--- config.mk ---
export PLATFORM = sky130hd
export DESIGN_NAME = symbol_upsampler
export DESIGN_NICKNAME = d
export VERILOG_FILES = /design/src/rtl/symbol_upsampler.sv
export SDC_FILE = /design/constraint.sdc
export NUM_CORES = 1
export LEC_CHECK = 0
export ABC_CLOCK_PERIOD_IN_PS = 1600
export CORE_UTILIZATION = 42
export DETAILED_ROUTE_END_ITERATION = 6
export PLACE_DENSITY = 0.85
export SYNTH_ARGS = -nofsm -noshare
export SYNTH_HDL_FRONTEND = slang
export SYNTH_SLANG_ARGS = --single-unit
export TNS_END_PERCENT = 1
--- constraint.sdc ---
create_clock -name clk -period 1.6 [get_ports clk]
set_input_delay 0.16 -clock clk [delete_from_list [all_inputs] [get_ports clk]]
set_output_delay 0.16 -clock clk [all_outputs]
set_load 0.01 [all_outputs]
--- src/rtl/symbol_upsampler.sv ---
// BPSK symbol upsampler: bytes in over valid/ready, MSB-first impulses of +/-AMPLITUDE out,
// each followed by SAMPLES_PER_SYMBOL-1 zeros. Define SYMBOL_UPSAMPLER_DIFF_EN for differential encoding.
//
// state   | meaning
// S_IDLE  | no byte in progress, output zero, ready once armed
// S_SHIFT | emitting samples of the held byte, one per clock
module symbol_upsampler #(
    parameter int WIDTH              = 12,
    parameter int SAMPLES_PER_SYMBOL = 4,
    parameter int AMPLITUDE          = 2047
) (
    input  logic                    clk,
    input  logic                    rst_n,
    input  logic [7:0]              in_data,
    input  logic                    in_valid,
    output logic                    in_ready,
    output logic signed [WIDTH-1:0] out,
    output logic                    out_strobe,
    output logic                    busy
);

    localparam int PW = (SAMPLES_PER_SYMBOL > 2) ? $clog2(SAMPLES_PER_SYMBOL) : 1;
    localparam logic [PW-1:0] PH_LAST = PW'(SAMPLES_PER_SYMBOL - 1);
    localparam logic signed [WIDTH-1:0] AMP_POS = WIDTH'(AMPLITUDE);
    localparam logic signed [WIDTH-1:0] AMP_NEG = WIDTH'(-AMPLITUDE);

    typedef enum logic {
        S_IDLE,
        S_SHIFT
    } state_t;

    state_t                  state_q, state_d;
    logic [7:0]              byte_q, byte_d;
    logic [2:0]              bit_idx_q, bit_idx_d;
    logic [PW-1:0]           phase_q, phase_d;
    logic                    armed_q;
    logic signed [WIDTH-1:0] out_q, out_d;
    logic                    strobe_q, strobe_d;

    logic emit;
    logic data_bit;
    logic sym;
    logic last_slot;
    logic ready_c;
    logic accept;

    assign last_slot = (bit_idx_q == 3'd0) && (phase_q == PH_LAST);
    assign ready_c   = armed_q && ((state_q == S_IDLE) || last_slot);
    assign accept    = in_valid && ready_c;

`ifdef SYMBOL_UPSAMPLER_DIFF_EN
    logic prev_q, prev_d;

    assign sym = data_bit ^ prev_q;

    // Previous symbol survives idle gaps; only reset clears it.
    always_comb begin
        prev_d = prev_q;
        if (emit) begin
            prev_d = sym;
        end
    end

    always_ff @(posedge clk or negedge rst_n) begin
        if (!rst_n) begin
            prev_q <= 1'b0;
        end else begin
            prev_q <= prev_d;
        end
    end
`else
    assign sym = data_bit;
`endif

    always_comb begin
        state_d   = state_q;
        byte_d    = byte_q;
        bit_idx_d = bit_idx_q;
        phase_d   = phase_q;
        emit      = 1'b0;
        data_bit  = 1'b0;

        if (accept) begin
            // Covers both the idle start and the seamless follow-on at end of byte.
            state_d   = S_SHIFT;
            byte_d    = in_data;
            bit_idx_d = 3'd7;
            phase_d   = '0;
            emit      = 1'b1;
            data_bit  = in_data[7];
        end else if (state_q == S_SHIFT) begin
            if (phase_q != PH_LAST) begin
                phase_d = phase_q + PW'(1);
            end else if (bit_idx_q != 3'd0) begin
                phase_d   = '0;
                bit_idx_d = bit_idx_q - 3'd1;
                emit      = 1'b1;
                data_bit  = byte_q[bit_idx_d];
            end else begin
                state_d = S_IDLE;
                phase_d = '0;
            end
        end
    end

    always_comb begin
        out_d    = '0;
        strobe_d = 1'b0;
        if (emit) begin
            out_d    = sym ? AMP_POS : AMP_NEG;
            strobe_d = 1'b1;
        end
    end

    always_ff @(posedge clk or negedge rst_n) begin
        if (!rst_n) begin
            state_q   <= S_IDLE;
            byte_q    <= '0;
            bit_idx_q <= '0;
            phase_q   <= '0;
            armed_q   <= 1'b0;
            out_q     <= '0;
            strobe_q  <= 1'b0;
        end else begin
            state_q   <= state_d;
            byte_q    <= byte_d;
            bit_idx_q <= bit_idx_d;
            phase_q   <= phase_d;
            armed_q   <= 1'b1;
            out_q     <= out_d;
            strobe_q  <= strobe_d;
        end
    end

    assign in_ready   = ready_c;
    assign busy       = (state_q == S_SHIFT);
    assign out        = out_q;
    assign out_strobe = strobe_q;

endmodule

==> impl_metrics.py <==
metrics = {
    "run_status": {
        "status": "complete, but fails checks",
        "violations": "negative setup slack",
    },
    "power_and_ir_drop": {
        "leakagePower_nw": 0.618,
        "switchingPower_mw": 0.847,
        "switching_share_pct": 33.7,
        "p_clk_share_pct": 11.4,
        "powerDensity_mw_per_mm2": 1890,
        "pwr-share-seq_pct": 32.6,
        "ir_drop_mv": 1.21,
        "intPower_mw": 1.67,
        "combPwrFrac_pct": 56.0,
    },
    "synthesis": {
        "postSynthCellCount": 74,
        "syn-cell-area_um2": 956,
        "yosysSeqAreaShare_pct": 47.1,
        "syn-num-nets": 88,
        "yosysUniqueCellTypes": 27,
        "syn_avg_cell_area_um2": 12.9,
        "yosysWarnings": 0,
        "synth.ff_latch_count": 18,
    },
    "setup_path": {
        "worst-path-buf-inv": 3,
        "reg2reg_depth": 7,
        "reg2reg_slack_ns": -0.16,
        "reg2reg_from": "bit_idx_q[0]$_DFFE_PN0P_",
        "critPathTopFamily": "flip-flops",
        "cp-end-kind": "register",
        "regToRegEndpoint": "byte_q[6]$_DFFE_PN0P_",
        "cp.required_ns": 1.79,
        "cp-start-kind": "register",
        "criticalPathCategory": "register to register",
        "crit_slowest_cell": "dfrtp_1",
        "crit_fanout": 9,
        "cp_slowest_stage_delay_ns": 0.41,
        "crit_chain": "inv_2 > ha_4 > and3b_2 > buf_6 > o211ai_4 > buf_12 > mux2_1",
        "crit_arrival_ns": 1.95,
    },
    "timing": {
        "hold_viol": 0,
        "finalCritPeriodShare_pct": 110,
        "worst_slack_ns": -0.162,
        "finalSetupTns_ns": -1.80,
        "setup_viol": 15,
        "slew_violations": 0,
        "fmax_mhz": 568,
        "rsz0062_at_grt": "true",
        "skew_ns": 0.00758,
        "layout_min_cycle_time_ns": 1.76,
    },
    "global_route": {
        "use_met3_pct": 3.40,
        "grt_antenna_before_repair": 0,
        "busiest_layer": "met2",
        "grt_pass1_vias": 767,
        "grt_start_max_net_pins": 19,
        "grt_usage_pct": 19.1,
        "met2_usage_pct": 34.9,
        "grt_pass1_wl_um": 3440,
        "grt_use_met1_pct": 19.8,
        "grt_overflow": 0,
    },
    "clock_tree": {
        "h-tree-depth": 1,
        "tritoncts": "built",
        "cts-buffers-inserted": 3,
        "clock_sinks": 18,
        "cts-root-to-sink-buffers": 2,
        "clock_latency_ns": 0.30,
        "clk_pin_slew_ns": 0.11,
        "cts-root-buf": "clkbuf_4",
    },
    "final_layout": {
        "nets": 120,
        "synthToLayoutAreaGrowth_pct": 39.7,
        "drive_gt1_share_pct": 33.3,
        "fillerInstances": 159,
        "stdcell_count": 132,
        "antennaDiodeCount": 0,
        "multi_input_area_um2": 424,
        "mostFrequentLayoutCells": "24 x clkdlybuf4s50_1, 17 x dfrtp_1, 10 x buf_4, 6 x mux2_4, 4 x a31oi_1",
        "regArea_um2": 452,
        "layout_commonest_cell": "clkdlybuf4s50_1",
        "fin_util_pct": 65.4,
        "fin_area_mm2": 0.00134,
    },
    "routing": {
        "ant_nets": 0,
        "wl_per_cell_um": 15.7,
        "drc": 0,
        "finalWirelength_um": 2070,
        "drt-pass1-iter-count": 4,
        "vias": 708,
        "via_per_inst": 5.36,
        "drt_iter0_drc": 10,
    },
    "floorplan": {
        "core-area_mm2": 0.00204,
        "die-width_um": 49.7,
        "ios": 26,
        "start_util_pct": 46.8,
        "dieArea_mm2": 0.00247,
        "rows": 16,
        "die_y_um": 49.7,
    },
    "place": {
        "hpwl_um": 1440,
        "placed_cell_area_mm2": 0.00125,
        "gp_congestion": 0.743,
        "portBuffers": 25,
        "dpl_worst_slack_ns": -0.181,
        "place_inst": 125,
    },
    "run": {
        "maxCapViolations": 0,
    },
    "hold_path": {
        "min_path_type": "primary input to async pin",
    },
}
==> worst register-to-register path, delay by kind of cell, from the launching register on <==
kind / cells / cell delay, ns
AOI/OAI and AO/OA: 1 / 0.21
and+or+nand+nor: 1 / 0.20
DFF: 1 / 0.41
muxes: 1 / 0.32
buffers and inverters: 3 / 0.35
adders and majority gates: 1 / 0.16
==> metrics by stage <==
| stage | total power [mW] | hold WS (ns) |
|---|---|---|
| floorplan | 1.64 | -0.136 |
| global placement | 2.00 | 0.465 |
| detailed placement | 2.09 | 0.485 |
| CTS | 2.48 | 0.180 |
| global route | 2.67 | 0.190 |
| finish | 2.52 | 0.168 |
==> cell families after synthesis <==
| family | Yosys count | synth area share (%) |
|---|---|---|
| flip-flops | 18 | 47.1 |
| buffers and inverters | 16 | 11.8 |
| multiplexers | 13 | 18.2 |
| AO/OA/AOI/OAI | 11 | 11.0 |
| AND/OR/NAND/NOR | 11 | 6.68 |
| adder cells (fa/ha/maj) | 3 | 3.93 |
| other | 1 | 0.392 |
| XOR/XNOR | 1 | 0.916 |
==> final cells by class <==
cell class | count | share of cell area, %
inverters | 4 | 1.12
flip-flops and latches | 18 | 33.8
well taps | 27 | 2.53
repair buffers | 39 | 28.0
clock buffers | 4 | 2.72
multi-input cells | 40 | 31.8
==> power by group through the flow <==
stage / combinational, mW / clock [mW] / sequential, mW
6_report: 1.41 / 0.287 / 0.821
5_1_grt: 1.51 / 0.311 / 0.850
2_1_floorplan: 0.854 / 0 / 0.785
3_3_place_gp: 1.22 / 0 / 0.788
3_5_place_dp: 1.28 / 0 / 0.814
4_1_cts: 1.38 / 0.286 / 0.815
==> worst max path at each step <==
stage / startpoint / end / cells after the start
after CTS: bit_idx_q[0]$_DFFE_PN0P_ / byte_q[4]$_DFFE_PN0P_ / 7
after detailed placement: bit_idx_q[0]$_DFFE_PN0P_ / in_ready / 6
after global placement: bit_idx_q[1]$_DFFE_PN0P_ / in_ready / 6
after floorplan: bit_idx_q[0]$_DFFE_PN0P_ / byte_q[0]$_DFFE_PN0P_ / 6
final: bit_idx_q[0]$_DFFE_PN0P_ / byte_q[6]$_DFFE_PN0P_ / 7
after global routing: bit_idx_q[0]$_DFFE_PN0P_ / byte_q[6]$_DFFE_PN0P_ / 7
==> flip-flops by register name (all words and copies together) (netlist names) <==
signal	cells
byte_q	8
armed_q	1
busy	1
phase_q	2
bit_idx_q	3
out	3
==> Yosys cell counts <==
| cell | n | area share, % |
|---|---|---|
| buf_4 | 10 | 7.9 |
| nor2b_1 | 1 | 0.65 |
| o211ai_4 | 1 | 2.2 |
| conb_1 | 1 | 0.39 |
| nand2b_1 | 2 | 1.3 |
| o2111ai_1 | 1 | 0.92 |
| o21a_1 | 1 | 0.79 |
| nand2_1 | 2 | 0.79 |
| a2bb2o_4 | 1 | 2.1 |
| mux2_2 | 2 | 2.4 |
| and3b_1 | 1 | 0.92 |
| nand3_1 | 1 | 0.52 |
| mux2_1 | 7 | 8.2 |
| ha_1 | 3 | 3.9 |
| mux4_1 | 2 | 5.5 |
| a22oi_1 | 2 | 1.6 |
| nor3_1 | 1 | 0.52 |
| and2_1 | 1 | 0.65 |
| dfrtp_1 | 18 | 47 |
| mux2i_1 | 2 | 2.1 |
| xnor2_1 | 1 | 0.92 |
| a31oi_1 | 4 | 2.6 |
| buf_6 | 2 | 2.4 |
| inv_1 | 4 | 1.6 |
| and3_1 | 1 | 0.65 |
| nand4_1 | 1 | 0.65 |
| a21boi_1 | 1 | 0.79 |
==> per-layer routing <==
metal | wire length [um] | vias up
met2 | 1120 | 40
met5 | 0 | -
met4 | 82 | 0
met1 | 761 | 341
met3 | 102 | 12
li1 | - | 315
==> repair_timing <==
| item | in CTS | in global routing |
|---|---|---|
| setup buffers | 3 | 0 |
| endpoints found under the setup margin | 11 | 25 |
| resized for setup | 12 | 4 |
| hold buffers | 0 | 0 |
Note: power is estimated with default switching activity, not from simulation.
